$ cat src/rtl/stopwatch_pkg.sv
// Shared types for the stopwatch run controller: FSM state encoding and field select values.
package stopwatch_pkg;

    typedef enum logic [1:0] {
        IDLE  = 2'b00,
        RUN   = 2'b01,
        PAUSE = 2'b10,
        ADJ   = 2'b11
    } state_t;

    localparam logic FIELD_SEC = 1'b0;
    localparam logic FIELD_MIN = 1'b1;

endpackage

$ cat src/rtl/stopwatch_run_ctrl_btn_conditioner.sv
// Raw button/switch conditioner: 2-FF synchroniser, counter debounce and a registered
// one-cycle press pulse on each debounced rising edge.
module btn_conditioner #(
    parameter int DB_CYCLES = 1_000_000
) (
    input  logic clk,
    input  logic arst_i,
    input  logic raw_i,
    output logic level_o,
    output logic press_o
);

    localparam int CW = (DB_CYCLES > 1) ? $clog2(DB_CYCLES) : 1;
    localparam logic [CW-1:0] DB_LAST = CW'(DB_CYCLES - 1);

    logic          sync_p0;
    logic          sync_p1;
    logic          level_d;
    logic [CW-1:0] db_cnt;

    always_ff @(posedge clk or posedge arst_i) begin
        if (arst_i) begin
            sync_p0 <= 1'b0;
            sync_p1 <= 1'b0;
            db_cnt  <= '0;
            level_o <= 1'b0;
            level_d <= 1'b0;
            press_o <= 1'b0;
        end else begin
            sync_p0 <= raw_i;
            sync_p1 <= sync_p0;
            // Any cycle agreeing with the stable level restarts the run of differing cycles.
            if (sync_p1 == level_o) begin
                db_cnt <= '0;
            end else if (db_cnt == DB_LAST) begin
                db_cnt  <= '0;
                level_o <= sync_p1;
            end else begin
                db_cnt <= db_cnt + 1'b1;
            end
            level_d <= level_o;
            press_o <= level_o & ~level_d;
        end
    end

endmodule

$ cat src/rtl/stopwatch_run_ctrl.sv
// Run/pause/adjust sequencer: conditions the four board inputs and drives the
// count/adjust/clear enables and blink strobe for the stopwatch counter.
module stopwatch_run_ctrl
    import stopwatch_pkg::*;
#(
    parameter int DB_CYCLES = 1_000_000,
    parameter int TICK_DIV  = 100_000_000,
    parameter int ADJ_DIV   = 50_000_000,
    parameter int BLINK_DIV = 25_000_000
) (
    input  logic       clk,
    input  logic       arst_i,
    input  logic       btn_pause_i,
    input  logic       btn_reset_i,
    input  logic       btn_sel_i,
    input  logic       sw_adj_i,
    output logic       cnt_en_o,
    output logic       adj_en_o,
    output logic       adj_field_o,
    output logic       clr_o,
    output logic       blink_o,
    output logic [1:0] state_o
);

    localparam int TW = (TICK_DIV  > 1) ? $clog2(TICK_DIV)  : 1;
    localparam int AW = (ADJ_DIV   > 1) ? $clog2(ADJ_DIV)   : 1;
    localparam int BW = (BLINK_DIV > 1) ? $clog2(BLINK_DIV) : 1;
    localparam logic [TW-1:0] TICK_LAST  = TW'(TICK_DIV - 1);
    localparam logic [AW-1:0] ADJ_LAST   = AW'(ADJ_DIV - 1);
    localparam logic [BW-1:0] BLINK_LAST = BW'(BLINK_DIV - 1);

    logic pause_level, pause_press;
    logic rst_level,   rst_press;
    logic sel_level,   sel_press;
    logic adj_level,   adj_press;
    logic unused_cond;

    state_t        state;
    logic [TW-1:0] tick_cnt;
    logic [AW-1:0] adj_cnt;
    logic [BW-1:0] blink_cnt;

    btn_conditioner #(.DB_CYCLES(DB_CYCLES)) u_pause (
        .clk(clk), .arst_i(arst_i), .raw_i(btn_pause_i), .level_o(pause_level), .press_o(pause_press)
    );
    btn_conditioner #(.DB_CYCLES(DB_CYCLES)) u_reset (
        .clk(clk), .arst_i(arst_i), .raw_i(btn_reset_i), .level_o(rst_level), .press_o(rst_press)
    );
    btn_conditioner #(.DB_CYCLES(DB_CYCLES)) u_sel (
        .clk(clk), .arst_i(arst_i), .raw_i(btn_sel_i), .level_o(sel_level), .press_o(sel_press)
    );
    btn_conditioner #(.DB_CYCLES(DB_CYCLES)) u_adj (
        .clk(clk), .arst_i(arst_i), .raw_i(sw_adj_i), .level_o(adj_level), .press_o(adj_press)
    );

    // Buttons act on presses, the adjust switch on its level; the rest is not needed.
    assign unused_cond = ^{pause_level, rst_level, sel_level, adj_press};

    assign state_o = state;

    always_ff @(posedge clk or posedge arst_i) begin
        if (arst_i) begin
            state       <= IDLE;
            tick_cnt    <= '0;
            adj_cnt     <= '0;
            blink_cnt   <= '0;
            cnt_en_o    <= 1'b0;
            adj_en_o    <= 1'b0;
            clr_o       <= 1'b0;
            blink_o     <= 1'b0;
            adj_field_o <= FIELD_SEC;
        end else begin
            cnt_en_o <= 1'b0;
            adj_en_o <= 1'b0;
            clr_o    <= 1'b0;

            // Tick divider holds in PAUSE so a resume keeps the sub-second phase.
            if (state == RUN) begin
                if (tick_cnt == TICK_LAST) begin
                    tick_cnt <= '0;
                    cnt_en_o <= 1'b1;
                end else begin
                    tick_cnt <= tick_cnt + 1'b1;
                end
            end else if (state == IDLE) begin
                tick_cnt <= '0;
            end

            if (state == ADJ) begin
                if (adj_cnt == ADJ_LAST) begin
                    adj_cnt  <= '0;
                    adj_en_o <= 1'b1;
                end else begin
                    adj_cnt <= adj_cnt + 1'b1;
                end
                if (blink_cnt == BLINK_LAST) begin
                    blink_cnt <= '0;
                    blink_o   <= ~blink_o;
                end else begin
                    blink_cnt <= blink_cnt + 1'b1;
                end
            end else begin
                blink_cnt <= '0;
                blink_o   <= 1'b0;
            end

            if (sel_press && state == ADJ) begin
                adj_field_o <= ~adj_field_o;
            end

            // Transition priority: adjust entry, adjust exit, reset, pause.
            if (adj_level && state != ADJ) begin
                state     <= ADJ;
                adj_cnt   <= '0;
                blink_cnt <= '0;
                blink_o   <= 1'b0;
            end else if (state == ADJ && !adj_level) begin
                state   <= PAUSE;
                blink_o <= 1'b0;
            end else if (rst_press) begin
                clr_o <= 1'b1;
                if (state != ADJ) begin
                    state    <= IDLE;
                    tick_cnt <= '0;
                    cnt_en_o <= 1'b0;
                end
            end else if (pause_press && state != ADJ) begin
                state <= (state == RUN) ? PAUSE : RUN;
            end
        end
    end

endmodule

$ cat config.mk
export PLATFORM = sky130hd
export DESIGN_NAME = stopwatch_run_ctrl
export DESIGN_NICKNAME = d
export VERILOG_FILES = /design/src/rtl/stopwatch_pkg.sv /design/src/rtl/stopwatch_run_ctrl_btn_conditioner.sv /design/src/rtl/stopwatch_run_ctrl.sv
export SDC_FILE = /design/constraint.sdc
export NUM_CORES = 1
export LEC_CHECK = 0
export CAP_MARGIN = 5
export CORE_MARGIN = 10
export CORE_UTILIZATION = 65
export CTS_CLUSTER_DIAMETER = 50
export DETAILED_ROUTE_END_ITERATION = 10
export PLACE_DENSITY_LB_ADDON = 0.05
export RECOVER_POWER = 100
export SKIP_CTS_REPAIR_TIMING = 1
export SYNTH_ARGS = -nofsm -noshare
export SYNTH_HDL_FRONTEND = slang
export SYNTH_SLANG_ARGS = --single-unit
$ cat constraint.sdc
create_clock -name clk -period 14.7 [get_ports clk]
set_input_delay 3.675 -clock clk [delete_from_list [all_inputs] [get_ports clk]]
set_output_delay 3.675 -clock clk [all_outputs]
set_load 0.05 [all_outputs]
# Yosys cells after proc, flatten, opt, wreduce, memory -nomap -nowiden

Cells that the tools add are included.

Flip-flop bits (word level): 183
Input bits: 6
Output and inout bits: 7
Word-level logic and storage cells: 121

Add/subtract/negate cells: 7
Eq/ne operators: 16
Mux-type cells: 42
Bitwise operators: 12
Reductions and logical operators: 13

Operators with widths:

| cell                  | count |
|---|---|
| $mux 27               | 7 |
| $mux 20               | 8 |
| $add 20x1->20 const B | 4 |
| $eq 20x20->1 const B  | 4 |
| $mux 26               | 3 |
| $mux 25               | 3 |
| $add 27x1->27 const B | 1 |
| $eq 27x27->1 const B  | 1 |
| $add 26x1->26 const B | 1 |
| $eq 26x26->1 const B  | 1 |
| $add 25x1->25 const B | 1 |
| $eq 25x25->1 const B  | 1 |
| $mux 1                | 15 |
| $mux 2                | 6 |
| $reduce_and 2->1      | 5 |
| $not 1->1             | 9 |
| $eq 1x1->1            | 4 |
| $logic_and 1x1->1     | 4 |
| $ne 4x1->1 const B    | 1 |
| $ne 4x4->1 const B    | 1 |
| $reduce_bool 4->1     | 1 |
| $and 1x1->1           | 3 |
| $eq 2x1->1 const B    | 1 |
| $eq 2x2->1 const B    | 1 |
| other kinds (4)       | 4 |

# Longest topological paths before layout

Gate-level depths: netlist (run 1).

Depth in word-level cells: 7
Gate-level depth with buffers: 10
Depth with buffers taken out: 9

# Modules after synthesis

A second synthesis (run 1) with hierarchy kept.

Cell total of the unflattened synthesis: 951
Area, all modules: 9467.8 um^2

Modules (own cells, without submodules):

| module                      | instances | cells each | area an instance (um^2) | seq. area each (um^2) |
|---|---|---|---|---|
| stopwatch_run_ctrl          | 1         | 506        | 4678.2                  | 2127.0 |
| btn_conditioner (u_adj ...) | 3         | 111        | 1206.2                  | 625.6 |
| btn_conditioner (u_sel)     | 1         | 112        | 1171.1                  | 625.6 |

# Worst setup path before layout (run 1)

Ideal clock, no wire load.

Kind: reg-to-output
Start point: register state[0], in the netlist state_o[0]
End point: output state_o[0]
Arrival: 0.674 ns
Required time: 11.025 ns
Slack: 10.351 ns
Cell stages (with the launch flop): 1
Buffers on the path: 0
Cells stage by stage: dfrtp_1

RTL lines:

| item                     | line                      | RTL |
|---|---|---|
| start: declaration       | stopwatch_run_ctrl.sv:38  | `state_t state;` |
| start signal: assignment | stopwatch_run_ctrl.sv:128 | `state <= (state == RUN) ? PAUSE : RUN;` |
| end: declaration         | stopwatch_run_ctrl.sv:22  | `output logic [1:0] state_o` |

No word-level cell between the ends.

==> summary.md, run 1 <==
| Metric | Value |
|---|---|
| Status | `finished with violations` |
| Failing checks | `max-capacitance violations, max-slew violations` |
| Final Cycle Share | `50.0%` |
| #FFs+latches synth | `183` |
| Num CTS Buffers | `17` |
| Power Dens Cells | `100 nW/um2` |
| Max_cap viols | `2` |
| Top-count cell post-synth | `dfrtp_1` |
| Wire per inst | `roughly 15 um` |
| Root Buffer | `clkbuf_16` |
| Critical Path Sink Type | `asynchronous set/reset pin` |
| Grt met3 use | `4.01%` |
| Max incr delay on CP | `~2400 ps` |
| Arrival @ worst endpoint | `slightly below 8000 ps` |
| Slowest-stage cell, CP | `clkinvlp_2` |
| Core ar. | `13,300 um2` |
| Worst Slack Setup Final | `7360 ps` |
| Startpoint Class | `input port` |
| 1st-pass router iterations | `5` |
| Post-synth design cell area | `8940 um2` |
| Area of the multi-input gates | `just over 4000 um2` |
| Hold Crit Class | `flop to flop` |
| WP data required | `~15,000 ps` |
| Number of routed nets with antenna violations | `0` |
| VDD IR max | `0.0000918 V` |
| Top cell types by occurrence after synthesis | `dfrtp_1 (183), nor2_1 (157), nand2_1 (83), xor2_1 (71), xnor2_1 (49)` |
| Post-synth EDFFs | `0` |
| Rows | `42` |
| Busiest grt layer | `met2` |
| Crit path cell chain | `dlygate4sd3_1 -> clkinvlp_2 -> buf_4` |
| Chip width | `between 100 and 150 um` |
| Share of cells above drive strength 1 | `4.98%` |
| Post-DP HPWL | `11,400 um` |
| Leakage | `4.15 nW` |
| Grt met1 use | `24.9%` |
| Gpl congestion | `0.840` |
| RSZ-0062 raised after global routing | `false` |
| Syn Inst Count | `931` |
| Sequential share of the synthesized area | `51.2%` |
| Final Skew | `15.7 ps` |
| Tot GR Track Use | `slightly below 20%` |
| Rel. slew slack | `-184%` |
| # nets final | `948` |
| Worst Hold End | `u_reset.sync_p1` |
| Initial antenna violation count | `0` |
| Vias in the first global route | `6,638` |
| DRT iter0 DRCs | `534` |
| Vias/cell | `5.90` |
| CTS tree | `done` |
| Worst hold start | `u_reset.sync_p0` |
| Clock latency on the worst-skew pair | `about 440 ps` |
| Sum Neg Setup Slack | `0 ps` |
| Register area | `4580 um2` |
| Critical-path maximum fanout | `102` |
| Worst reg2reg endpoint | `tick_cnt[21]` |
| Final WL | `17,200 um` |
| Diode count | `0` |
| Slew Viols, Final | `approximately 150` |
| R2R Setup Slk | `roughly 11,000 ps` |
| Via Count | `6,608` |
| FFs w/ async S/R, synth | `between 90% and 100%` |
| Clk pin slew, worst setup/hold paths | `60 ps` |
| Final Hold Fails | `0` |
| Pre-CTS setup slack | `a little under 9000 ps` |
| Number of synthesis warnings | `0` |
| Yosys top cell by area | `dfrtp_1` |
| Actual transition at the worst max-transition pin | `roughly 4200 ps` |
| Synth Net Count | `947` |
| Avg Cell Area, Syn | `9.60 um2` |
| Top_reg_cell synth | `dfrtp_1` |
| Synth unique cells | `52` |
| Top cell type's share of synthesized area | `51.2%` |
| Largest net degree at the start of global routing | `103` |
| WHS Path Cells | `0` |
| Remaining DRCs | `0` |
| Initial Util | `67.0%` |
| Reg2reg path depth | `9` |
| Total Die Area | `around 19,000 um2` |
| IO Port Bufs | `12` |
| M2 GR Usage | `31.7%` |
| Worst r2r src | `state_o[1]` |
| Final Setup Violations | `0` |
| # IOs | `13` |
| Crit Path Category | `input port to asynchronous set/reset pin` |
| Syn-to-layout area delta | `8.79%` |
| H-Tree Depth | `4` |
| CTS Sinks | `183` |
| Top cells by area, synth | `dfrtp_1 (51%), xor2_1 (7.0%), nor2_1 (6.6%), xnor2_1 (4.8%), nand2_1 (3.5%)` |
| Tmin final | `7340 ps` |
| Fillcell total | `989` |
| Die Y | `137 um` |
| Total grt overflow | `0` |
| First-pass GRT wire length | `30,100 um` |
| Longest Clk Path Bufs | `2` |
| Achievable frequency | `between 0.1 and 0.15 GHz` |
layer usage:
metal / routed length [um] / share of wire [%] / vias up
met5: 0 / 0 / -
met4: 312 / 1.8 / 0
met3: 546 / 3.2 / 24
met2: 8520 / 50 / 108
met1: 7830 / 45 / 3259
li1: - / - / 3217
per-stage QoR:
stage                     hold slack, ps  total power, mW  util, %  instance area (um2)  cells
after CTS                            354            0.982     73.0                 9740   1120
after floorplan                      331            0.535        -                 8940    931
after global placement               335            0.540     68.7                 9170   1089
after detailed placement             340            0.541     68.7                 9170   1089
after global routing                 360             1.01     72.9                 9730   1120
final                                358            0.975     72.9                 9730   1120
layout make-up:
type | instances | share of cell area, %
Clock buffer | 19 | 4.55
Timing Repair Buffer | 15 | 1.39
Tap cell | 176 | 2.26
Inverter | 26 | 1.02
Multi-Input combinational cell | 689 | 42.4
Clock inverter | 12 | 1.32
Sequential cell | 183 | 47.1
power by group:
group | switching [mW] | internal (mW) | total, mW
Sequential | 0.00321 | 0.507 | 0.511
Clock | 0.191 | 0.253 | 0.444
Combinational | 0.0156 | 0.00421 | 0.0198
Total | 0.210 | 0.765 | 0.975
registers in the layout, summed over array words and instances, names as in the netlist, 2 cells and up:
signal          cells
u_pause.db_cnt     20
blink_cnt          25
u_sel.db_cnt       20
state_o             2
u_adj.db_cnt       20
u_reset.db_cnt     20
adj_cnt            26
tick_cnt           27
worst max-delay path, delay by kind of cell:
kind	cells	cell delay [ps]
buffers and inverters	3	3970
cells by family after synthesis:
logic type	after synthesis	share of synthesized area (%)
buf+inv	59	2.69
xor+xnor	120	11.8
simple gates	473	26.7
flops	183	51.2
mux	5	0.616
compound gates	81	5.67
fa+ha+maj	10	1.40
placed cells by master (no fill, tap or decap), types with 21 or more instances in the layout:
| master | count |
|---|---|
| dfrtp_1 | 183 |
| nor2_1 | 157 |
| nand2_1 | 83 |
| xor2_1 | 71 |
| xnor2_1 | 49 |
| nand3_1 | 46 |
| nand4_1 | 41 |
| inv_1 | 25 |
| and4_1 | 24 |
| nor3_1 | 23 |
| a21oi_1 | 21 |
worst max-delay path by stage:
stage          startpoint             to  slack (ps)  cells past startpoint
5_1_grt            arst_i  u_adj.level_o        6600                      3
4_1_cts        state_o[1]     state_o[1]        9110                      1
3_3_place_gp       arst_i   tick_cnt[24]        8820                      3
3_5_place_dp       arst_i   tick_cnt[19]        8780                      3
2_1_floorplan      arst_i     adj_cnt[0]        6050                      1
6_report           arst_i     adj_cnt[2]        7360                      3
Note: power is estimated with default switching activity, not from simulation.
==> run 2, diff against run 1 <==
--- a/config.mk
+++ b/config.mk
@@ -7,7 +7,7 @@
 export LEC_CHECK = 0
 export CAP_MARGIN = 5
 export CORE_MARGIN = 10
-export CORE_UTILIZATION = 65
+export CORE_UTILIZATION = 57
 export CTS_CLUSTER_DIAMETER = 50
 export DETAILED_ROUTE_END_ITERATION = 10
 export PLACE_DENSITY_LB_ADDON = 0.05
==> constraint.sdc (replaced) <==
create_clock -name clk -period 6.4 [get_ports clk]
set_input_delay 1.6 -clock clk [delete_from_list [all_inputs] [get_ports clk]]
set_output_delay 1.6 -clock clk [all_outputs]
set_load 0.05 [all_outputs]
==> run 2 against run 1 <==
- the flow still finishes with violations (max-capacitance violations, max-slew violations)
- final area rose by 0.44%
- total power rose by 130%
- die area rose by 12%
- critical path depth rose by 6
- setup slack got worse by 4800 ps
- routed wire length fell by 0.85%
- non-clock buffer count did not move
- clock power rose by 130%
- first-iteration DRC count fell by 19%
- final cell count rose by 3.1%
- combinational power rose by 130%
- largest cell class unchanged
- largest power group unchanged
==> summary.md, run 2 (synthesis gave the netlist of run 1 again) <==
| Metric | Value |
|---|---|
| Root Buffer | `clkbuf_16` |
| Leakage | `around 4.2 nW` |
| Final Hold Fails | `0` |
| IO Port Bufs | `12` |
| H-Tree Depth | `4` |
| Uppermost layer routed | `met4` |
| Die Y | `145 um` |
| M1 WL | `about 8000 um` |
| Final Cycle Share | `59.3%` |
| Final Util | `63.8%` |
| Total Die Area | `21,100 um2` |
| Power Dens Cells | `about 230 nW/um2` |
| Clock share of power | `45.3%` |
| VDD IR max | `approximately 0.00021 V` |
| Rel. slew slack | `-32.9%` |
| Arrival @ worst endpoint | `4140 ps` |
| Total grt overflow | `0` |
| Max_cap viols | `1` |
| Largest net degree at the start of global routing | `139` |
| # nets final | `between 900 and 1,000` |
| Hold Crit Class | `flop to flop` |
| Initial antenna violation count | `0` |
| Chip width | `roughly 150 um` |
| Switching pwr | `0.487 mW` |
| Post-DP HPWL | `11,400 um` |
| Metal2 WL | `between 8000 and 9000 um` |
| RSZ-0062 raised after global routing | `false` |
| Sum Neg Setup Slack | `0 ps` |
| Startpoint Class | `flop` |
| Status | `finished with violations` |
| Pre-CTS setup slack | `2950 ps` |
| Clk pin slew, worst setup/hold paths | `70 ps` |
| Critical Path Sink Type | `flop` |
| Syn-to-layout area delta | `9.26%` |
| Via Count | `approximately 6,500` |
| Critical-path maximum fanout | `25` |
| Sequential share of power | `52.6%` |
| Clock latency on the worst-skew pair | `~430 ps` |
| Share of cells above drive strength 1 | `4.98%` |
| Vias in the first global route | `6,486` |
| Sw frac | `21.8%` |
| Core ar. | `15,300 um2` |
| Vias/cell | `5.63` |
| Reg with most FFs | `tick_cnt` |
| Rows | `45` |
| CTS tree | `done` |
| Fillcell total | `1,277` |
| Pwr Total | `2.23 mW` |
| Tmin final | `3790 ps` |
| Combinational share of power | `2.1%` |
| Crit Path Category | `flop to flop` |
| Number of flip-flops in the largest register | `27` |
| Diode count | `0` |
| Slew Viols, Final | `46` |
| Longest Clk Path Bufs | `2` |
| Most frequent cells in the layout | `dfrtp_1 (183), nor2_1 (157), nand2_1 (83)` |
| CTS Sinks | `roughly 180` |
| Number of routed nets with antenna violations | `0` |
| WP data required | `between 6000 and 7000 ps` |
| Failing checks | `max-capacitance violations, max-slew violations` |
| Final Setup Violations | `0` |
| Gpl congestion | `between 0.8 and 0.9` |
| Met3 routed WL | `507 um` |
| Achievable frequency | `0.264 GHz` |
| Tot GR Track Use | `between 10% and 20%` |
| Remaining DRCs | `0` |
| Actual transition at the worst max-transition pin | `1980 ps` |
| Final WL | `between 15,000 and 20,000 um` |
| Initial Util | `58.4%` |
| Num CTS Buffers | `17` |
| Biggest regs | `tick_cnt: 27 flops, adj_cnt: 26 flops, blink_cnt: 25 flops` |
| Int Power | `1.74 mW` |
| Worst Slack Setup Final | `approximately 2600 ps` |
| First-pass GRT wire length | `30,500 um` |
| # IOs | `13` |
| 1st-pass router iterations | `4` |
| DRT iter0 DRCs | `430` |
| Final Skew | `8.82 ps` |
| Wire per inst | `about 15 um` |
| Commonest non-fill, non-tap cell in the layout | `dfrtp_1` |
-- run 2: cell type report --
cell class              count  area, um2  area share (%)
clock buffers              20        467            4.78
clock inverters            11       97.6           0.999
inverters                  26       98.8            1.01
multi-input cells         689       4120            42.1
flip-flops and latches    183       4580            46.9
well taps                 211        264            2.70
repair buffers             15        148            1.51
-- run 2: through the flow --
stage               hold slack (ps)  std cells  area [um2]
floorplan                       331        931        8940
global placement                334       1124        9220
detailed placement              335       1124        9220
CTS                             351       1155        9790
global route                    358       1155        9770
finish                          351       1155        9770
-- run 2: path summary, 6_finish.rpt --
kind                       cells past startpoint       startpoint  slack [ps]              end
max                                            9       state_o[1]        2610      tick_cnt[7]
min                                            0  u_pause.sync_p0         350  u_pause.sync_p1
max reg2reg                                    9       state_o[1]        2610      tick_cnt[7]
min reg2reg                                    0  u_pause.sync_p0         350  u_pause.sync_p1
max in group asynchronous                      3           arst_i        2840       adj_cnt[4]
min in group asynchronous                      2           arst_i        2120    u_sel.sync_p0
-- run 2: power groups by stage --
stage                     Combinational [mW]  Sequential [mW]  Clock (mW)
final                                 0.0463             1.17        1.01
after CTS                             0.0500             1.17        1.03
after floorplan                       0.0359             1.19           0
after global routing                  0.0554             1.17        1.09
after detailed placement              0.0497             1.19           0
after global placement                0.0482             1.19           0
-- run 2: metal layers --
metal	GRT usage, %	vias to the layer above
met5	0	-
met4	6.32	0
met3	3.10	16
met2	26.8	96
met1	22.1	3177
li1	-	3217
-- run 2: critical path: stages, from the launching register on --
cell	delay, ps
dfrtp_1	590
nand2_1	250
inv_1	170
ha_1	250
or3b_2	190
nand2b_1	70
a31oi_1	970
clkbuf_1	820
o21ai_0	200
a31oi_1	200
==> run 3, diff against run 2 <==
--- a/config.mk
+++ b/config.mk
@@ -7,7 +7,7 @@
 export LEC_CHECK = 0
 export CAP_MARGIN = 5
 export CORE_MARGIN = 10
-export CORE_UTILIZATION = 57
+export CORE_UTILIZATION = 63
 export CTS_CLUSTER_DIAMETER = 50
 export DETAILED_ROUTE_END_ITERATION = 10
 export PLACE_DENSITY_LB_ADDON = 0.05
==> constraint.sdc (replaced) <==
create_clock -name clk -period 3.6 [get_ports clk]
set_input_delay 0.9 -clock clk [delete_from_list [all_inputs] [get_ports clk]]
set_output_delay 0.9 -clock clk [all_outputs]
set_load 0.05 [all_outputs]
==> run 3 against run 2 <==
- the flow still finishes with violations (max-capacitance violations, max-slew violations)
- fmax increased by 24%
- critical path depth decreased by 1
- global-route usage increased by 1.5 points
- critical path type unchanged
- critical endpoint is now adj_cnt[12]
- largest power group unchanged
==> summary.md, run 3 (synthesis gave the netlist of run 1 again) <==
| Metric | Value |
|---|---|
| Status | `finished with violations` |
| Failing checks | `max-capacitance violations, max-slew violations` |
| 1st-pass router iterations | `6` |
| First-pass GRT wire length | `30,100 um` |
| Max incr delay on CP | `~640 ps` |
| Core ar. | `13,900 um2` |
| # nets final | `951` |
| Startpoint Class | `flop` |
| Slew Viols, Final | `79` |
| Tmin final | `3050 ps` |
| Biggest regs | `tick_cnt: 27 flops, adj_cnt: 26 flops, blink_cnt: 25 flops` |
| CTS Sinks | `183` |
| Total Die Area | `just under 20,000 um2` |
| Post-DP HPWL | `11,200 um` |
| Share of cells above drive strength 1 | `5.38%` |
| Wire per inst | `15.0 um` |
| Actual transition at the worst max-transition pin | `approximately 1800 ps` |
| DRT iter0 DRCs | `474` |
| Longest Clk Path Bufs | `2` |
| Via Count | `6,622` |
| H-Tree Depth | `4` |
| Final Cycle Share | `84.7%` |
| Reg with most FFs | `tick_cnt` |
| Crit path cell chain | `ha_1 -> nor4b_1 -> nand4_1 -> o31ai_1 -> clkbuf_1 -> nor2b_1 -> clkbuf_1 -> nor2_1` |
| Most frequent cells in the layout | `dfrtp_1 (183), nor2_1 (157), nand2_1 (83)` |
| IO Port Bufs | `12` |
| Max_cap viols | `1` |
| Final Hold Fails | `0` |
| Vias in the first global route | `approximately 6,500` |
| Number of flip-flops in the largest register | `27` |
| Power Dens Cells | `417 nW/um2` |
| Gpl congestion | `0.850` |
| # IOs | `13` |
| CTS tree | `done` |
| Largest net degree at the start of global routing | `106` |
| Hold Crit Class | `flop to flop` |
| Buf/Inv on CP | `2` |
| Diode count | `0` |
| Post-Place Cell Area | `9220 um2` |
| Rel. slew slack | `-21.4%` |
| Crit Path Category | `flop to flop` |
| Slowest-stage cell, CP | `clkbuf_1` |
| Num CTS Buffers | `17` |
| Initial antenna violation count | `0` |
| Rows | `43` |
| Vias/cell | `5.87` |
| Achievable frequency | `0.328 GHz` |
| RSZ-0062 raised after global routing | `false` |
| Die Y | `139 um` |
| Root Buffer | `clkbuf_16` |
| Clock latency on the worst-skew pair | `430 ps` |
| Chip width | `139 um` |
| Register area | `4580 um2` |
| Critical Path Sink Type | `flop` |
| WP data required | `3880 ps` |
| Syn-to-layout area delta | `9.50%` |
| Clk pin slew, worst setup/hold paths | `70 ps` |
| R2R Setup Slk | `550 ps` |
| Fillcell total | `between 1,000 and 1,500` |
| Commonest non-fill, non-tap cell in the layout | `dfrtp_1` |
| Leakage | `4.19 nW` |
| Number of routed nets with antenna violations | `0` |
| Final Cell Area | `9790 um2` |
| Total grt overflow | `0` |
| VDD IR max | `0.000367 V` |
| Area of the multi-input gates | `4120 um2` |
| Remaining DRCs | `0` |
| Final Skew | `slightly above 6 ps` |
| Initial Util | `64.4%` |
| Final Setup Violations | `0` |
| Sum Neg Setup Slack | `0 ps` |
| CP most frequent cell | `clkbuf_1` |
| Arrival @ worst endpoint | `3330 ps` |
| Critical-path maximum fanout | `16` |
| Cell family with the largest share of critical-path delay | `simple AND/OR/NAND/NOR gates` |
| Final WL | `16,900 um` |
| Tot GR Track Use | `18.2%` |
[run 3: per-layer routing]
| layer | up-vias | wire, um | GRT usage, % | share of wire, % |
|---|---|---|---|---|
| li1 | 3219 | - | - | - |
| met1 | 3271 | 7720 | 23.1 | 46 |
| met2 | 105 | 8410 | 30.1 | 50 |
| met3 | 27 | 546 | 4.04 | 3.2 |
| met4 | 0 | 273 | 6.04 | 1.6 |
| met5 | - | 0 | 0 | 0 |
[run 3: worst paths after layout]
path | startpoint | to | cells past startpoint
worst min register to register | u_adj.sync_p0 | u_adj.sync_p1 | 0
worst max register to register | adj_cnt[0] | adj_cnt[12] | 8
worst min-delay path | u_adj.sync_p0 | u_adj.sync_p1 | 0
min in group asynchronous | arst_i | blink_cnt[21] | 3
max in group asynchronous | arst_i | u_pause.level_o | 3
worst max-delay path | adj_cnt[0] | adj_cnt[12] | 8
[run 3: final cells by class]
cell class | instances | area share (%)
flip-flops and latches | 183 | 46.8
multi-input cells | 689 | 42.1
clock inverters | 14 | 1.78
repair buffers | 18 | 1.56
clock buffers | 18 | 4.49
inverters | 26 | 1.01
well taps | 180 | 2.30
[run 3: through the flow]
step           cells  worst slack [ps]  hold slack (ps)  total power [mW]  utilization (%)
2_1_floorplan    931               349              331              2.18                -
3_3_place_gp    1096               939              335              2.21             66.4
3_5_place_dp    1096               829              336              2.21             66.4
4_1_cts         1128               778              350              4.12             70.8
5_1_grt         1128               340              359              4.22             70.5
6_report        1128               552              349              4.08             70.5
[run 3: worst reg2reg max path, delay by kind of cell (launching register included)]
| family | cells | cell delay, ps |
|---|---|---|
| AOI/OAI and AO/OA | 1 | 270 |
| adders and majority gates | 1 | 280 |
| buffers and inverters | 2 | 890 |
| DFF | 1 | 410 |
| and+or+nand+nor | 4 | 1060 |
[run 3: power by group]
part | switching [mW] | internal (mW)
registers | 0.0131 | 2.07
clock network | 0.802 | 1.12
logic | 0.0638 | 0.0175
total | 0.879 | 3.21
